## src/rtl/tpu_pkg.sv

```systemverilog
// Shared constants for the Wishbone systolic matrix unit:
// register offsets, CTRL/STATUS bit positions, FSM codes, defaults.
package tpu_pkg;

    localparam logic [31:0] DEF_BASE = 32'h3000_0000;
    localparam int DEF_N  = 3;
    localparam int DEF_DW = 8;
    localparam int DEF_AW = 16;

    localparam logic [1:0] OFF_CTRL   = 2'd0;
    localparam logic [1:0] OFF_WEIGHT = 2'd1;
    localparam logic [1:0] OFF_INPUT  = 2'd2;
    localparam logic [1:0] OFF_RESULT = 2'd3;

    localparam int CTRL_START    = 0;
    localparam int CTRL_SOFT_CLR = 1;
    localparam int CTRL_SIGNED   = 2;

    localparam int STAT_ERR    = 3;
    localparam int STAT_SIGNED = 4;

    typedef enum logic [2:0] {
        ST_IDLE   = 3'd0,
        ST_LOAD_W = 3'd1,
        ST_LOAD_X = 3'd2,
        ST_RUN    = 3'd3,
        ST_DONE   = 3'd4
    } state_t;

endpackage

```

## src/rtl/pe_array.sv

```systemverilog
// Output-stationary N x N multiply-accumulate grid; X flows right,
// W flows down, PE(i,j) owns C[i][j].
module pe_array #(
    parameter int N  = 3,
    parameter int DW = 8,
    parameter int AW = 16
) (
    input  logic              clock,
    input  logic              rst_n,
    input  logic [N*DW-1:0]   a_in,
    input  logic [N*DW-1:0]   b_in,
    input  logic              en,
    input  logic              clr,
    input  logic              sgn,
    output logic [N*N*AW-1:0] acc
);

    logic [DW-1:0] a_q [N][N];
    logic [DW-1:0] b_q [N][N];

    function automatic logic [AW-1:0] ext(input logic [DW-1:0] v,
                                          input logic s);
        logic [AW-1:0] r;
        r = (s && v[DW-1]) ? '1 : '0;
        r[DW-1:0] = v;
        return r;
    endfunction

    for (genvar i = 0; i < N; i++) begin : g_row
        for (genvar j = 0; j < N; j++) begin : g_col
            logic [DW-1:0] a;
            logic [DW-1:0] b;
            logic [DW-1:0] a_r;
            logic [DW-1:0] b_r;
            logic [AW-1:0] acc_r;

            if (j == 0) begin : g_al
                assign a = a_in[i*DW +: DW];
            end else begin : g_an
                assign a = a_q[i][j-1];
            end

            if (i == 0) begin : g_bt
                assign b = b_in[j*DW +: DW];
            end else begin : g_bn
                assign b = b_q[i-1][j];
            end

            // low AW bits of the product are exact for both signednesses
            always_ff @(posedge clock or negedge rst_n) begin
                if (!rst_n) begin
                    a_r   <= '0;
                    b_r   <= '0;
                    acc_r <= '0;
                end else if (clr) begin
                    a_r   <= '0;
                    b_r   <= '0;
                    acc_r <= '0;
                end else if (en) begin
                    a_r   <= a;
                    b_r   <= b;
                    acc_r <= acc_r + ext(a, sgn) * ext(b, sgn);
                end
            end

            assign a_q[i][j] = a_r;
            assign b_q[i][j] = b_r;
            assign acc[(i*N+j)*AW +: AW] = acc_r;
        end
    end

endmodule

```

## src/rtl/wb_systolic_tpu.sv

```systemverilog
// Wishbone slave wrapping a systolic matrix multiplier: bus decode,
// sequencing FSM, operand buffers and result readout.
module wb_systolic_tpu
    import tpu_pkg::*;
#(
    parameter logic [31:0] BASE_ADDRESS = DEF_BASE,
    parameter int N  = DEF_N,
    parameter int DW = DEF_DW,
    parameter int AW = DEF_AW
) (
    input  logic        clock,
    input  logic        rst_n,
    input  logic        wb_stb_i,
    input  logic        wb_cyc_i,
    input  logic        wb_we_i,
    input  logic [3:0]  wb_sel_i,
    input  logic [31:0] wb_dat_i,
    input  logic [31:0] wb_adr_i,
    output logic        wb_ack_o,
    output logic [31:0] wb_dat_o
);

    localparam int EPW = 32 / DW;
    localparam int NN  = N * N;
    localparam int IW  = $clog2(NN);
    localparam int PW  = $clog2(NN + 1);
    localparam int RW  = $clog2(N + 1);
    localparam int CW  = $clog2(3 * N);
    localparam logic [CW-1:0] RUN_LAST = CW'(3 * N - 3);

    state_t state, nxt;

    logic [1:0]    rst_sync;
    logic          ready;
    logic [1:0]    off;
    logic          access, wr, rd;
    logic          ctrl_wr, soft_clr, ctrl_set, start_req;
    logic          w_ok, w_done, x_ok, start_ok, ctrl_ok, rd_ok, last_rd;
    logic          bad, run_en;
    logic          err, signed_q;
    logic [DW-1:0] w_buf [NN];
    logic [DW-1:0] x_buf [NN];
    logic [PW-1:0] w_ptr, rd_ptr;
    logic [RW-1:0] x_row;
    logic [CW-1:0] run_cnt;
    logic [N*DW-1:0]   a_in, b_in;
    logic [N*N*AW-1:0] acc;
    logic [AW-1:0]     res;
    logic [31:0]       res32, rdata;
    logic              unused;

    assign unused = ^{wb_sel_i, wb_adr_i[1:0], wb_dat_i};

    // bus stays deaf until reset release has passed two edges
    always_ff @(posedge clock or negedge rst_n) begin
        if (!rst_n) rst_sync <= '0;
        else        rst_sync <= {rst_sync[0], 1'b1};
    end
    assign ready = rst_sync[1];

    assign off    = wb_adr_i[3:2];
    assign access = wb_stb_i & wb_cyc_i & ~wb_ack_o & ready &
                    (wb_adr_i[31:4] == BASE_ADDRESS[31:4]);
    assign wr     = access & wb_we_i;
    assign rd     = access & ~wb_we_i;

    assign ctrl_wr   = wr & (off == OFF_CTRL);
    assign soft_clr  = ctrl_wr & wb_dat_i[CTRL_SOFT_CLR];
    assign ctrl_set  = ctrl_wr & ~soft_clr;
    assign start_req = ctrl_set & wb_dat_i[CTRL_START];

    assign w_ok = wr & (off == OFF_WEIGHT) &
                  (state == ST_IDLE || state == ST_LOAD_W);
    assign w_done = w_ok && (int'(w_ptr) + EPW >= NN);
    assign x_ok = wr & (off == OFF_INPUT) &
                  (state == ST_LOAD_X) & (x_row != RW'(N));
    assign start_ok = start_req & (state == ST_LOAD_X) &
                      (x_row == RW'(N));
    assign ctrl_ok = ctrl_set & (start_req ? start_ok : state != ST_RUN);
    assign rd_ok   = rd & (off == OFF_RESULT) & (state == ST_DONE);
    assign last_rd = rd_ok & (rd_ptr == PW'(NN - 1));

    assign bad = (wr & (off == OFF_WEIGHT) & ~w_ok) |
                 (wr & (off == OFF_INPUT) & ~x_ok) |
                 (ctrl_set & ~ctrl_ok) |
                 (wr & (off == OFF_RESULT)) |
                 (rd & (off == OFF_RESULT) & ~rd_ok);

    always_ff @(posedge clock or negedge rst_n) begin
        if (!rst_n) state <= ST_IDLE;
        else        state <= nxt;
    end

    always_comb begin
        nxt = state;
        if (soft_clr) begin
            nxt = ST_IDLE;
        end else begin
            unique case (state)
                ST_IDLE:   if (w_ok) nxt = w_done ? ST_LOAD_X : ST_LOAD_W;
                ST_LOAD_W: if (w_done) nxt = ST_LOAD_X;
                ST_LOAD_X: if (start_ok) nxt = ST_RUN;
                ST_RUN:    if (run_cnt == RUN_LAST) nxt = ST_DONE;
                ST_DONE:   if (last_rd) nxt = ST_IDLE;
                default:   nxt = ST_IDLE;
            endcase
        end
    end

    always_comb begin
        run_en = (state == ST_RUN);
    end

    always_ff @(posedge clock or negedge rst_n) begin
        if (!rst_n) begin
            for (int k = 0; k < NN; k++) begin
                w_buf[k] <= '0;
                x_buf[k] <= '0;
            end
            w_ptr    <= '0;
            x_row    <= '0;
            rd_ptr   <= '0;
            run_cnt  <= '0;
            err      <= 1'b0;
            signed_q <= 1'b0;
        end else if (soft_clr) begin
            for (int k = 0; k < NN; k++) begin
                w_buf[k] <= '0;
                x_buf[k] <= '0;
            end
            w_ptr    <= '0;
            x_row    <= '0;
            rd_ptr   <= '0;
            run_cnt  <= '0;
            err      <= 1'b0;
            signed_q <= 1'b0;
        end else begin
            if (bad) err <= 1'b1;
            if (ctrl_ok) signed_q <= wb_dat_i[CTRL_SIGNED];
            if (w_ok) begin
                for (int k = 0; k < EPW; k++) begin
                    if (int'(w_ptr) + k < NN)
                        w_buf[IW'(int'(w_ptr) + k)] <= wb_dat_i[k*DW +: DW];
                end
                w_ptr <= w_done ? PW'(NN) : w_ptr + PW'(EPW);
            end
            if (x_ok) begin
                for (int c = 0; c < N; c++)
                    x_buf[IW'(int'(x_row) * N + c)] <= wb_dat_i[c*DW +: DW];
                x_row <= x_row + 1'b1;
            end
            if (start_ok)    run_cnt <= '0;
            else if (run_en) run_cnt <= run_cnt + 1'b1;
            if (rd_ok) begin
                rd_ptr <= last_rd ? '0 : rd_ptr + 1'b1;
                if (last_rd) begin
                    w_ptr <= '0;
                    x_row <= '0;
                end
            end
        end
    end

    // row i of X and column j of W enter i resp. j cycles late
    always_comb begin
        a_in = '0;
        b_in = '0;
        for (int i = 0; i < N; i++) begin
            int k;
            k = int'(run_cnt) - i;
            if (run_en && k >= 0 && k < N) begin
                a_in[i*DW +: DW] = x_buf[IW'(i * N + k)];
                b_in[i*DW +: DW] = w_buf[IW'(k * N + i)];
            end
        end
    end

    pe_array #(
        .N (N),
        .DW(DW),
        .AW(AW)
    ) u_array (
        .clock(clock),
        .rst_n(rst_n),
        .a_in (a_in),
        .b_in (b_in),
        .en   (run_en),
        .clr  (soft_clr | start_ok),
        .sgn  (signed_q),
        .acc  (acc)
    );

    always_comb begin
        res = '0;
        for (int k = 0; k < NN; k++)
            if (int'(rd_ptr) == k) res = acc[k*AW +: AW];
        res32 = (signed_q && res[AW-1]) ? '1 : '0;
        res32[AW-1:0] = res;
    end

    always_comb begin
        rdata = '0;
        unique case (off)
            OFF_CTRL: begin
                rdata[2:0]         = state;
                rdata[STAT_ERR]    = err;
                rdata[STAT_SIGNED] = signed_q;
            end
            OFF_RESULT: if (state == ST_DONE) rdata = res32;
            default: rdata = '0;
        endcase
    end

    always_ff @(posedge clock or negedge rst_n) begin
        if (!rst_n) begin
            wb_ack_o <= 1'b0;
            wb_dat_o <= '0;
        end else begin
            wb_ack_o <= access;
            wb_dat_o <= rd ? rdata : '0;
        end
    end

endmodule

```

## config.mk

```make
export PLATFORM = sky130hd
export DESIGN_NAME = wb_systolic_tpu
export DESIGN_NICKNAME = d
export VERILOG_FILES = /design/src/rtl/tpu_pkg.sv /design/src/rtl/pe_array.sv /design/src/rtl/wb_systolic_tpu.sv
export SDC_FILE = /design/constraint.sdc
export NUM_CORES = 2
export LEC_CHECK = 0
export ABC_CLOCK_PERIOD_IN_PS = 8300
export BUFFER_PORTS_ARGS = -buffer_cell sky130_fd_sc_hd__buf_4
export CAP_MARGIN = 20
export CORE_UTILIZATION = 40
export CTS_BUF_LIST = sky130_fd_sc_hd__clkbuf_4 sky130_fd_sc_hd__clkbuf_8
export DETAILED_ROUTE_END_ITERATION = 12
export PLACE_DENSITY_LB_ADDON = 0.15
export RECOVER_POWER = 100
export SYNTH_ARGS = -nofsm -noshare
export SYNTH_HDL_FRONTEND = slang
export SYNTH_SLANG_ARGS = --single-unit
```

## constraint.sdc

```tcl
create_clock -name clock -period 8.3 [get_ports clock]
set_input_delay 0.83 -clock clock [delete_from_list [all_inputs] [get_ports clock]]
set_output_delay 0.83 -clock clock [all_outputs]
set_load 0.01 [all_outputs]
```

* Word-level counts from Yosys, hierarchy flattened
Index checks and enable logic that the tools add are counted.
Widths: inputs -> output; s select.
** Storage, ports and cells
- Flip-flop bits (word level) :: 438
- Output and inout bits :: 33
- Input port bits :: 73
- Word-level logic and storage cells :: 401
** Operators by class
- Reduce and logical (&&, ||, !) cells :: 45
- Multipliers :: 13
- Add/sub/neg operators :: 25
- Muxes and demuxes :: 161
- Equal/unequal tests :: 26
- Order comparisons :: 31
- Bitwise operators :: 51
** Operators by type and width (count)
- $mux 72 :: 14
- $mux 16 :: 45
- $bwmux 72 :: 7
- $mux 8 :: 49
- $demux 8 s4 :: 7
- $bmux 8 s4 :: 6
- $add 16x16->16 :: 9
- $mul 16x16->16 :: 9
- $lt 32x5->1 const B :: 3
- $mux 32 :: 3
- $ge 4x5->1 const B :: 13
- $not 4->4 :: 13
- $mux 4 :: 11
- $logic_and 1x1->1 :: 33
- $eq 28x26->1 const B :: 1
- $lt 4x1->1 const B :: 7
- $mux 27 :: 1
- $and 1x1->1 :: 26
- $eq 4x4->1 const B :: 6
- $mux 3 :: 6
- $pmux 3 s5 :: 1
- $add 4x2->4 const B :: 3
- $eq 4x3->1 const B :: 3
- $ne 3x3->1 const B :: 4
- 39 further kinds :: 72

* Depth between registers and ports, before layout
- Word-level depth :: 21
- Gate-level depth with buffers :: 37
- Gate-level depth less buffers :: 31

* Cells and area by module
Synthesis repeated with hierarchy kept, for this count alone.
** Second synthesis, totals
- Cells, all modules :: 7142
- Area total of the unflattened synthesis :: 62518.7 um2
** By module, submodules not included
- pe_array :: area each 46278.1 um2, cells an instance 5140, sequential area each 6005.8 um2, times used 1
- wb_systolic_tpu :: area each 16240.6 um2, cells an instance 2002, sequential area each 4579.4 um2, times used 1

* Worst setup path after synthesis
No wires, ideal clock.
- Kind :: flip-flop to flip-flop
- From :: register run_cnt[1]
- To :: register u_array.g_row[0].g_col[1].acc_r[15]
- Clock period less this slack :: 8.598 ns
- Data arrival time :: 8.468 ns
- Buffers on the path :: 6
- Path slack :: -0.298 ns
- Library setup time :: 0.130 ns
- Data required time :: 8.170 ns
- Cell stages (with the launch flop) :: 36
- Path through :: dfrtp_1 -> buf_4 -> inv_2 -> ha_1 -> buf_4 -> inv_2 -> buf_6 -> clkbuf_1 -> ha_1 -> inv_1 -> fa_1 -> clkbuf_1 -> clkbuf_1 -> mux4_2 -> nand2_1 -> a21oi_1 -> a31oi_1 -> nor2_1 -> nand2_1 -> fa_1 -> fa_1 -> fa_1 -> fa_1 -> inv_1 -> fa_1 -> inv_1 -> fa_1 -> inv_1 -> ha_1 -> a21o_1 -> a21oi_1 -> nor2b_1 -> a22o_1 -> o21a_1 -> xnor2_1 -> o21ai_1
** On the way
- Longest elaborated chain between the ends :: 14
- Elaborated cells on any way between the ends :: 18
- Those cells by class :: add/sub (3); mul (2); order compare (2); mux (7); bitwise (1); reduce/logical (3)
** Ends and longest elaborated chain
- from (decl) :: RTL line wb_systolic_tpu.sv:45 : logic [CW-1:0] run_cnt;
- from (signal assigned) :: RTL line wb_systolic_tpu.sv:153 : else if (run_en) run_cnt <= run_cnt + 1'b1;
- $sub 4x1->5 * :: RTL line wb_systolic_tpu.sv:170 : k = int'(run_cnt) - i;
- $mul 5x3->4 :: RTL line wb_systolic_tpu.sv:173 : b_in[i*DW +: DW] = w_buf[IW'(k * N + i)];
- $add 4x2->4 :: RTL line wb_systolic_tpu.sv:173
- $not 4->4 (not written as such) :: RTL line wb_systolic_tpu.sv:173
- $bmux 8 s4 :: RTL line wb_systolic_tpu.sv:173
- $mux 8 (not written as such) (2 in series) :: RTL line wb_systolic_tpu.sv:173
- $mux 8 * :: RTL line wb_systolic_tpu.sv:171 : if (run_en && k >= 0 && k < N) begin
- $logic_and 1x1->1 :: RTL line pe_array.sv:24 : r = (s && v[DW-1]) ? '1 : '0;
- $mux 16 :: RTL line pe_array.sv:24
- $mul 16x16->16 * :: RTL line pe_array.sv:62 : acc_r <= acc_r + ext(a, sgn) * ext(b, sgn);
- $add 16x16->16 * :: RTL line pe_array.sv:62
- $mux 16 * :: RTL line pe_array.sv:59 : end else if (en) begin
- $mux 16 * :: RTL line pe_array.sv:55 : end else if (clr) begin
- to (signal assigned) :: RTL line pe_array.sv:62
- to (decl) :: RTL line pe_array.sv:35 : logic [AW-1:0] acc_r;
Mark *: on every way between the ends. The rest lies on a longest branch, timed or not. The select of a mux whose other input is x is not followed.
A chain may end at the register's enable or synchronous reset.

* Worst setup path in the final report
- From :: register run_cnt[0]
- To :: register u_array.g_row[0].g_col[1].acc_r[15]
Same word-level chain as after synthesis.

==> flow_summary.ini <==
[critical_path]
crit_top_cell = fa_1
path_class = register to register
crit_slowest_cell = fa_1
end_kind = register
cp_data_required_time_ns = 8.94
slowest_delay_ns = 0.63
cp_max_fo = 12
arrival_ns = 8.52
cp-start-kind = register
r2r_cells = 32

[die]
die_height_um = 393
rows = 142
die_area_um2 = 154000
core_um2 = 151000
ios = 106
die_w_um = 393
start_util = 0.405

[clock_tree]
clock_path_buffers = 3
post_cts_resized = 0
cts-buffers-inserted = 92
postCtsHoldBufs = 0
tritoncts = built
htreeDepth = 3
cts_root_buffer = clkbuf_8
clk_pin_slew_ns = 0.06
clock_latency_ns = 0.83
cts_setup_buffers = 0
cts_num_sinks = 423

[logic_synthesis]
yosys.area_share.simple = 0.126
ys_seq_elements = 423
synth_top_area_share = 0.267
yosys.area.top_type = fa_1
synth_nets = 8210
synthMuxAreaShare = 0.0561
yosysMostFrequentCell = inv_1
synth.distinct_cells = 81
synth_compound_area_frac = 0.113
seq_area_frac_synth = 0.173
ys_async_sr_fraction = 1.00
synth_edf_count = 0
syn_inst = 6798
dominantRegCellSynth = dfrtp_1
synth_fa_ha_area_frac = 0.375
synth_area_leaders = fa_1 27%, dfrtp_1 17%, ha_1 11%, inv_1 8.4%, nand2_1 4.9%
yosys_warnings = 0
synth_top_family_by_area = adder cells
yosys.area_share.xor_xnor = 0.0455
syn-cell-area_um2 = 61000
synth.avg_cell_area_um2 = 8.98
ys_top_cells_by_count = 1360 x inv_1, 814 x fa_1, 802 x nand2_1

[routing]
route.detailed.drc = 0
viasPerCell = 5.23
drtPass1Iterations = 8
ant_nets = 0
drt_wl_total_um = 182000
routed_wire_length_per_instance_um = 20.7
drt_iter0_markers = 2768
vias = 46100

[cells_and_area]
areaGrowthSynthToFinish_pct = 7.70
layout.nets = 8133
fin_util = 0.436
n_fill_cell = 15000
drive_gt1_frac = 0.0711

[global_routing]
grt_max_degree = 143
grt_pass1_wl_um = 288000
grt_overflow = 0
antenna_found_initial = 3
grt_pass1_vias = 47800
track_usage = 0.244

[outcome]
outcome = complete, but fails checks
violations = max-capacitance violations, max-slew violations

[sta]
finalSetupViolations = 0
fin_crit_ns = 7.88
hold_violations = 0
holdWs_ns = 0.357
rsz0062_at_grt = no
maxSlewHeadroom = -2.25
skew_ns = 0.0562
post-route-period-util = 0.949
fmax_mhz = 127
worst_pin_slew_ns = 4.87
slew_violations = 651

[pwr]
power.share.clock = 0.547
p_leak_nw = 32.6
swShare = 0.265
netSwitchingPower_mw = 1.32
p_seq_frac = 0.416
p_int_mw = 3.65
power_density_nw_per_um2 = 75.7
comb_power_share = 0.037
peakVddDrop_mv = 0.0985

[flow_run]
cap_violations = 11

[placement]
dp_hpwl_um = 141000
port_buffers = 99
gp_congestion = 0.881

[min_path]
hold_path.class = register to register
min_path_cells = 0
[per-stage QoR]
stage | cell area, um^2 | TNS, ns | setup slack, ns | cells | power, mW
2_1_floorplan | 61000 | -0.0494 | -0.0494 | 6798 | 2.17
3_3_place_gp | 63700 | 0 | 0.259 | 8639 | 2.29
3_5_place_dp | 63700 | 0 | 0.183 | 8639 | 2.29
4_1_cts | 65900 | 0 | 0.182 | 8810 | 5.04
5_1_grt | 65700 | 0 | 0.00874 | 8816 | 5.13
6_report | 65700 | 0 | 0.420 | 8817 | 4.97
[layout make-up]
class / count / area (um^2) / area share
flip-flops and latches: 423 / 10600 / 0.161
well taps: 2016 / 2520 / 0.0384
inverters: 1364 / 5120 / 0.0779
clock buffers: 129 / 1680 / 0.0256
clock inverters: 42 / 437 / 0.00664
diodes: 3 / 7.51 / 0.000114
repair buffers: 236 / 1660 / 0.0252
multi-input cells: 4604 / 43700 / 0.665
[critical path: cells and delay by family, from the launching register on]
| kind | cells | cell delay [ns] |
|---|---|---|
| buffers and inverters | 8 | 0.75 |
| xor gates and xnor gates | 2 | 0.21 |
| and+or+nand+nor | 4 | 0.47 |
| DFF | 1 | 0.48 |
| muxes | 1 | 0.32 |
| adders and majority gates | 10 | 4.49 |
| AOI/OAI and AO/OA | 7 | 0.97 |
[registers in the layout (all words and copies together) (netlist names), 4 cells and up]
name,count
u_array.g_row.g_col.acc_r,144
w_buf,72
x_buf,72
u_array.g_row.g_col.a_r,48
u_array.g_row.g_col.b_r,48
wb_dat_o,17
rd_ptr,4
run_cnt,4
w_ptr,4
[kinds of logic (layout without fill, tap and decap cells)]
logic type / after synthesis / after routing
simple gates: 1670 / 1670
buf+inv: 1771 / 1771
fa+ha+maj: 1339 / 1339
other cells: 1 / 4
xor+xnor: 308 / 308
flops: 423 / 423
compound gates: 1042 / 1042
mux: 244 / 244
[cell usage in the layout, fill, tap and decap left out, drive strengths merged, types with 10 or more instances in the layout]
| cell | n |
|---|---|
| o31ai | 29 |
| clkbuf | 181 |
| o21ai | 238 |
| a22oi | 41 |
| a22o | 124 |
| fa | 814 |
| buf | 184 |
| mux2i | 165 |
| dfrtp | 423 |
| a31oi | 36 |
| a21o | 48 |
| o21a | 12 |
| o2111ai | 35 |
| a211oi | 51 |
| nand3 | 73 |
| mux4 | 78 |
| and2 | 314 |
| a221oi | 17 |
| nand3b | 19 |
| nand4 | 11 |
| nor3 | 35 |
| nor2b | 27 |
| a21oi | 271 |
| ha | 525 |
| inv | 1366 |
| nor4 | 10 |
| o21bai | 24 |
| nor2 | 292 |
| a221o | 16 |
| a311oi | 22 |
| clkinv | 26 |
| xnor2 | 235 |
| and3 | 51 |
| xor2 | 71 |
| o211ai | 43 |
| nand2 | 802 |
[per-layer routing]
layer,part of all wire,wire [um],global-route usage,vias to the layer above
li1,-,-,-,21400
met2,0.47,86100,0.399,1125
met5,0.000071,13,0,-
met4,0.032,5900,0.0797,2
met3,0.048,8750,0.0290,222
met1,0.45,81600,0.334,23300
[power groups by stage]
stage               clock [mW]  sequential (mW)  combinational (mW)
floorplan                    0             2.10              0.0641
global placement             0             2.10               0.185
detailed placement           0             2.10               0.186
CTS                       2.79             2.07               0.187
global route              2.87             2.07               0.197
finish                    2.72             2.07               0.184
[path summary, 6_finish.rpt]
check                             from                                  end  slack [ns]
setup / recovery            run_cnt[0]  u_array.g_row[0].g_col[1].acc_r[15]        0.42
hold / removal             rst_sync[0]                          rst_sync[1]        0.36
setup reg to reg            run_cnt[0]  u_array.g_row[0].g_col[1].acc_r[15]        0.42
hold reg to reg            rst_sync[0]                          rst_sync[1]        0.36
max in group asynchronous        rst_n  u_array.g_row[0].g_col[1].acc_r[12]        1.47
min in group asynchronous        rst_n     u_array.g_row[1].g_col[0].a_r[6]        1.83
Power figures use the tool's default switching activity.
